### config.mk
export PLATFORM = sky130hd
export DESIGN_NAME = dmem_arbiter
export DESIGN_NICKNAME = d
export VERILOG_FILES = /design/src/rtl/dmem_arbiter.sv
export SDC_FILE = /design/constraint.sdc
export NUM_CORES = 1
export LEC_CHECK = 0
export CAP_MARGIN = 20
export CELL_PAD_IN_SITES_DETAIL_PLACEMENT = 1
export CELL_PAD_IN_SITES_GLOBAL_PLACEMENT = 2
export CORE_MARGIN = 10
export CORE_UTILIZATION = 33
export CTS_CLUSTER_SIZE = 25
export DETAILED_ROUTE_END_ITERATION = 12
export DONT_BUFFER_PORTS = 1
export PLACE_DENSITY_LB_ADDON = 0.1
export RECOVER_POWER = 25
export SLEW_MARGIN = 20
export SYNTH_ARGS = -nofsm -noshare
export SYNTH_HDL_FRONTEND = slang
export SYNTH_SLANG_ARGS = --single-unit
### constraint.sdc
create_clock -name clock -period 2.9 [get_ports clock]
set_input_delay 0.29 -clock clock [delete_from_list [all_inputs] [get_ports clock]]
set_output_delay 0.29 -clock clock [all_outputs]
set_load 0.01 [all_outputs]
### src/rtl/dmem_arbiter.sv
// Two-master arbiter for the single-port data memory: fixed M0 priority, locked bursts, M1 starvation guard.
// Define DMEM_ARB_STATS_EN to add per-port beat counters and a stall-cycle counter.
module dmem_arbiter #(
  parameter int unsigned AW           = 32,
  parameter int unsigned DW           = 32,
  parameter int unsigned MAX_LOCK     = 8,
  parameter int unsigned STARVE_LIMIT = 4
) (
  input  logic          clock,
  input  logic          reset,
  input  logic          m0_req,
  input  logic          m0_we,
  input  logic          m0_lock,
  input  logic [AW-1:0] m0_addr,
  input  logic [DW-1:0] m0_wdata,
  output logic          m0_gnt,
  output logic          m0_rvalid,
  output logic [DW-1:0] m0_rdata,
  input  logic          m1_req,
  input  logic          m1_we,
  input  logic          m1_lock,
  input  logic [AW-1:0] m1_addr,
  input  logic [DW-1:0] m1_wdata,
  output logic          m1_gnt,
  output logic          m1_rvalid,
  output logic [DW-1:0] m1_rdata,
`ifdef DMEM_ARB_STATS_EN
  output logic [31:0]   m0_beats,
  output logic [31:0]   m1_beats,
  output logic [31:0]   stall_cycles,
`endif
  output logic          mem_wr_en,
  output logic          mem_rd_en,
  output logic [AW-1:0] mem_addr,
  output logic [DW-1:0] mem_wdata,
  input  logic [DW-1:0] mem_rdata
);

  localparam int unsigned BW = (MAX_LOCK > 1) ? $clog2(MAX_LOCK) : 1;
  localparam int unsigned SW = $clog2(STARVE_LIMIT + 1);

  typedef enum logic [1:0] {IDLE, OWN0, OWN1} state_t;

  state_t        r_state;
  logic [BW-1:0] r_beat_cnt;
  logic [SW-1:0] r_starve_cnt;
  logic          r_pref1;
  logic          r_m0_rvalid, r_m1_rvalid;
  logic [DW-1:0] r_m0_rdata, r_m1_rdata;

  logic w_g0, w_g1, w_acc, w_lock, w_at_max, w_starved;

  assign w_starved = (r_starve_cnt == SW'(STARVE_LIMIT));
  assign w_at_max  = (r_beat_cnt == BW'(MAX_LOCK - 1));
  assign w_acc     = w_g0 | w_g1;
  assign w_lock    = w_g1 ? m1_lock : m0_lock;

  // r_pref1 hands the next IDLE slot to M1 after M0 has been cut off at MAX_LOCK.
  always_comb begin
    w_g0 = 1'b0;
    w_g1 = 1'b0;
    if (reset) begin
      unique case (r_state)
        IDLE: begin
          if (m1_req && (w_starved || r_pref1)) w_g1 = 1'b1;
          else if (m0_req)                      w_g0 = 1'b1;
          else if (m1_req)                      w_g1 = 1'b1;
        end
        OWN0:    w_g0 = m0_req;
        OWN1:    w_g1 = m1_req;
        default: ;
      endcase
    end
  end

  assign m0_gnt    = w_g0;
  assign m1_gnt    = w_g1;
  assign mem_wr_en = (w_g0 & m0_we) | (w_g1 & m1_we);
  assign mem_rd_en = (w_g0 & ~m0_we) | (w_g1 & ~m1_we);
  assign mem_addr  = w_g0 ? m0_addr  : (w_g1 ? m1_addr  : '0);
  assign mem_wdata = w_g0 ? m0_wdata : (w_g1 ? m1_wdata : '0);

  assign m0_rvalid = r_m0_rvalid;
  assign m1_rvalid = r_m1_rvalid;
  assign m0_rdata  = r_m0_rdata;
  assign m1_rdata  = r_m1_rdata;

  always_ff @(posedge clock) begin
    if (!reset) begin
      r_state      <= IDLE;
      r_beat_cnt   <= '0;
      r_starve_cnt <= '0;
      r_pref1      <= 1'b0;
      r_m0_rvalid  <= 1'b0;
      r_m1_rvalid  <= 1'b0;
      r_m0_rdata   <= '0;
      r_m1_rdata   <= '0;
    end else begin
      r_m0_rvalid <= w_g0 & ~m0_we;
      r_m1_rvalid <= w_g1 & ~m1_we;
      if (w_g0 && !m0_we) r_m0_rdata <= mem_rdata;
      if (w_g1 && !m1_we) r_m1_rdata <= mem_rdata;

      if (!m1_req || w_g1)  r_starve_cnt <= '0;
      else if (!w_starved)  r_starve_cnt <= r_starve_cnt + SW'(1);

      if (w_g0 && m0_lock && w_at_max && (MAX_LOCK > 1)) r_pref1 <= 1'b1;
      else if (r_state == IDLE)                           r_pref1 <= 1'b0;

      // Any non-accept cycle while owned means the owner dropped its request.
      if (w_acc) begin
        if (w_lock && !w_at_max) begin
          r_state    <= w_g0 ? OWN0 : OWN1;
          r_beat_cnt <= r_beat_cnt + BW'(1);
        end else begin
          r_state    <= IDLE;
          r_beat_cnt <= '0;
        end
      end else if (r_state != IDLE) begin
        r_state    <= IDLE;
        r_beat_cnt <= '0;
      end
    end
  end

`ifdef DMEM_ARB_STATS_EN
  logic [31:0] r_m0_beats, r_m1_beats, r_stall_cycles;

  always_ff @(posedge clock) begin
    if (!reset) begin
      r_m0_beats     <= '0;
      r_m1_beats     <= '0;
      r_stall_cycles <= '0;
    end else begin
      if (w_g0) r_m0_beats <= r_m0_beats + 32'd1;
      if (w_g1) r_m1_beats <= r_m1_beats + 32'd1;
      if ((m0_req && !w_g0) || (m1_req && !w_g1)) r_stall_cycles <= r_stall_cycles + 32'd1;
    end
  end

  assign m0_beats     = r_m0_beats;
  assign m1_beats     = r_m1_beats;
  assign stall_cycles = r_stall_cycles;
`endif

endmodule

---- Yosys cells after proc, flatten, opt, wreduce, memory -nomap -nowiden ----
Cells that the tools add are included.
Widths: inputs -> output; s select.
cells by class
  bitwise operators ....................... 10
  reductions and logical operators ........ 17
  muxes and demuxes ....................... 23
  add/sub/neg operators ................... 2
  equality and inequality tests ........... 4
operators with widths
  cell                 number
  $mux 32              4
  $mux 1               10
  $mux 3               3
  $mux 2               4
  $add 3x1->3 const B  2
  $eq 3x3->1 const B   2
  $logic_and 1x1->1    6
  $reduce_bool 2->1    3
  $and 1x1->1          4
  $logic_not 1->1      4
  $pmux 1 s2           2
  $not 1->1            3
  $or 1x1->1           3
  $eq 2x1->1 const B   1
  $eq 2x2->1 const B   1
  $logic_not 2->1      1
  $logic_or 1x1->1     2
  $reduce_or 2->1      1
word-level totals
  register bits after elaboration ......... 75
  input port bits ......................... 168
  logic and storage cells ................. 64

---- Logic depth before layout (Yosys ltp) ----
Gate-level depths: netlist (run 1).
  word-level depth ........................ 10
  depth in mapped cells ................... 8
  mapped depth without buffers ............ 7

---- Worst setup path before layout (run 1) ----
OpenSTA, ideal clock, no wires.
  kind .................................... reg-to-output
  start point ............................. register r_starve_cnt[0]
  end point ............................... output port mem_addr[23]
  path buffers ............................ 2
  path slack .............................. 0.982 ns
  arrival time ............................ 1.628 ns
  cell stages (with the launch flop) ...... 9
  path through ............................ dfxtp_1 inv_1 ha_1 a21o_1 a21o_2 inv_2 buf_4 buf_2 a22o_1
between the ends
  longest elaborated chain between the ends .. 8
RTL lines
  element                   line  source
  start: declaration        46    logic [SW-1:0] r_starve_cnt;
  start signal: assignment  105   else if (!w_starved) r_starve_cnt <= r_starve_cnt + SW'(1);
  $eq 3x3->1 (*)            53    assign w_starved = (r_starve_cnt == SW'(STARVE_LIMIT));
  $logic_or 1x1->1 (*)      65    if (m1_req && (w_starved || r_pref1)) w_g1 = 1'b1;
  $logic_and 1x1->1 (*)     65
  $mux 1                    65
  $pmux 1 s2                63    unique case (r_state)
  $mux 1                    62    if (reset) begin
  $mux 32                   80    assign mem_addr = w_g0 ? m0_addr : (w_g1 ? m1_addr : '0);
  $mux 32 (*)               80
  end: declaration          34    output logic [AW-1:0] mem_addr,
Mark *: on every way between the ends. The rest lies on a longest branch, timed or not.

---- Worst setup path after layout (run 1) ----
  start point ............................. register r_starve_cnt[0]
  end point ............................... output port mem_wdata[2]
RTL lines
  element            line  source
  $eq 3x3->1         53
  $logic_or 1x1->1   65
  $logic_and 1x1->1  65
  $mux 1             65
  $pmux 1 s2         63
  $mux 1             62
  via m0_gnt         16    output logic m0_gnt,
  $mux 32            81    assign mem_wdata = w_g0 ? m0_wdata : (w_g1 ? m1_wdata : '0);
  end: declaration   35    output logic [DW-1:0] mem_wdata,
The timed path passes the listed nets, and every way through them passes these cells.

==> run metrics, run 1 <==
first-pass GRT wire length 21.4 mm; min Tclk post-route 2.70 ns; WL/cell between 20 and 30 µm; vias in the first global route 3101; Yosys warnings 0; synth-to-layout area growth 9.63%; clock share of power 0.406; Reg clk slew, reported paths roughly 0.08 ns; simple-gate portion of the synthesized area 0.173; Fill cells 1198; die area 14700 µm²; IO Port Bufs 0; unrepaired setup endpoints after global routing false; asr flop ratio synth 0; Max Fanout on Critical Path 46; total track usage 0.192; die height 121 µm; cell internal pwr 1.70 mW; clk sinks 75; post-DR vias/cell 5.62; Post-Synth XOR/XNOR Area 0.00258; Critical Path Sink Type output port; H-Tree Depth 3; Req. time, crit path between 2 and 3 ns; Final Power 2.30 mW; core area 9910 µm²; highest achievable clock rate 370 MHz; Final Hold Violating Endpoints 0; DRC 0; Final setup viols 0; post-CTS setup repair buffer count 0; Die X 121 µm; Switch Pwr 0.607 mW; syn avg cell area roughly 8.2 µm²; Cell Area, Synth 3390 µm²; Compound-Gate Fraction of Synth Area 0.303; crit path to mem_wdata[2]; Worst Hold Class input port to flip-flop; dpl hpwl 12.3 mm; ant diodes 0; Critical Path Start r_starve_cnt[0]; Post-synth top cells nand2_1 (132), dfxtp_1 (75), a22o_1 (67); Final GP Congestion about 0.9; largest family of logic cells by synthesized area compound AO/OA/AOI/OAI gates; CTS tree yes; setup slack, reg-to-reg 0.87 ns; Final Cycle Share 0.933; Clock Path Buffers 2; post-CTS sizing 0; row cnt 36; Worst-Margin Slew 0.505 ns; Initial Util 0.342; Max IR drop VDD 0.245 mV; final net count ~570; R2R depth 6; share of layout cells above drive strength 1 0.0825; router iterations before antenna repair 4; status complete, no violations; Net Count, Synth slightly below 600; share of the synthesized area in the top cell type 0.443; leak pwr 1.35 nW; Top FF cell, synth dfxtp_1; Post-Synthesis Cells 412; Seq pwr share 0.493; Comb pwr share 0.101; grt ovf 0; post-synthesis sequential area ratio 0.443; Worst Path Class, Setup flip-flop to output port; adder-cell share of the synthesized area 0.0148; post-layout util 0.375; reg-to-reg endpoint m0_rdata[23]; max-cap violations 0; Post-synth EDFFs 0; Worst-Skew Late Latency 0.34 ns; DR vias 2995; skew final 0.0115 ns; CTS Hold Buffers Added 0; I/O pins 302; TNS Setup 0 ns; initial antenna violation count 0; nature of the critical path startpoint flip-flop; Initial DRC Count 204; Synth area leader dfxtp_1; CP arrival 2.41 ns; cell at the root of the clock tree clkbuf_8; Switching Fraction 0.264; most frequent cell after synthesis nand2_1; largest net degree at the start of global routing 70; Slew Viols, Final 0; ANT nets after route 0; Num CTS Buffers 9; top cells by area, synth dfxtp_1 (44%), a22o_1 (17%), nand2_1 (15%), o21ai_0 (9.0%), buf_2 (2.4%); Pwr per Cell Area 620 nW/µm²; multiplexer share of the synthesized area 0.00332; relative slew slack 0.662; Routed WL 15.1 mm; Yosys cell types 32; number of synthesized register bits 75; Hold Startpoint mem_rdata[22]; R2R Path Start r_starve_cnt[0]
## power by group through the flow
stage / Sequential (mW) / Combinational (mW) / Clock (mW)
final: 1.13 / 0.233 / 0.935
after global placement: 1.16 / 0.228 / 0
after global routing: 1.14 / 0.254 / 1.03
after detailed placement: 1.16 / 0.235 / 0
after CTS: 1.14 / 0.235 / 0.967
after floorplan: 1.14 / 0.196 / 0
## how the worst min path moves through the flow
stage	endpoint	slack [ns]	depth (start not counted)
3_3_place_gp	m0_rdata[12]	0.40	2
3_5_place_dp	m1_rdata[27]	0.41	2
5_1_grt	m0_rdata[27]	0.03	2
2_1_floorplan	m0_rdata[0]	0.40	2
6_report	m0_rdata[22]	0.05	2
4_1_cts	m0_rdata[22]	0.03	2
## flip-flops by register name, indices dropped and copies added, names as in the netlist
name and cells:
m1_rvalid 1, r_state 2, r_starve_cnt 3, m1_rdata 32, m0_rvalid 1, r_beat_cnt 3
r_pref1 1, m0_rdata 32
## worst max-delay path: stages (launching register included)
cell     delay (ns)
dfxtp_1        0.37
inv_1          0.06
ha_1           0.26
a21o_1         0.25
a21o_2         0.23
inv_2          0.33
buf_12         0.28
a22o_1         0.29
## logic make-up (layout without fill, tap and decap cells)
logic type,after synthesis,in the layout
muxes,1,1
and+or+nand+nor,148,148
adders and majority gates,4,4
buffers and inverters,41,29
DFF,75,75
xor gates and xnor gates,1,1
AOI/OAI and AO/OA,142,142
## metal layers
metal  vias to the layer above  routed length (µm)  GRT usage
met1                      1410                5700      0.207
met4                         0                 314     0.0708
met5                         -                   0          0
met3                        22                1970      0.104
li1                       1399                   -          -
met2                       164                7130      0.310
## layout make-up
type / instances / area [µm²] / share of cell area
multi-input cells: 296 / 1700 / 0.457
flip-flops and latches: 75 / 1500 / 0.404
well taps: 133 / 166 / 0.0448
clock buffers: 11 / 151 / 0.0407
repair buffers: 7 / 90.1 / 0.0242
clock inverters: 5 / 85.1 / 0.0229
inverters: 6 / 22.5 / 0.00606
## cells in the final DEF, fill, tap and decap left out, drive strengths merged, types with 3 or more instances in the layout
cell type  synthesis  routed
clkbuf            11      11
a22o              67      67
dfxtp             75      75
ha                 4       4
buf               24       7
o21ai             65      65
nor2               3       3
nand2            132     132
inv                6       6
## stage by stage
step / hold slack (ns) / std cells / instance area [µm²] / worst slack [ns]
after floorplan: 0.399 / 412 / 3390 / 0.982
after global placement: 0.401 / 517 / 3480 / 0.612
after detailed placement: 0.409 / 517 / 3480 / 0.562
after CTS: 0.0279 / 533 / 3720 / 0.166
after global routing: 0.0294 / 533 / 3720 / 0.0317
final: 0.0497 / 533 / 3720 / 0.195
Note: power is estimated with default switching activity, not from simulation.
==> run 2: changes to the inputs <==
RECOVER_POWER = not set   (was 25)
==> results of run 2 <==
Same layout as run 1: the final DEF is identical, and so are final timing and power.
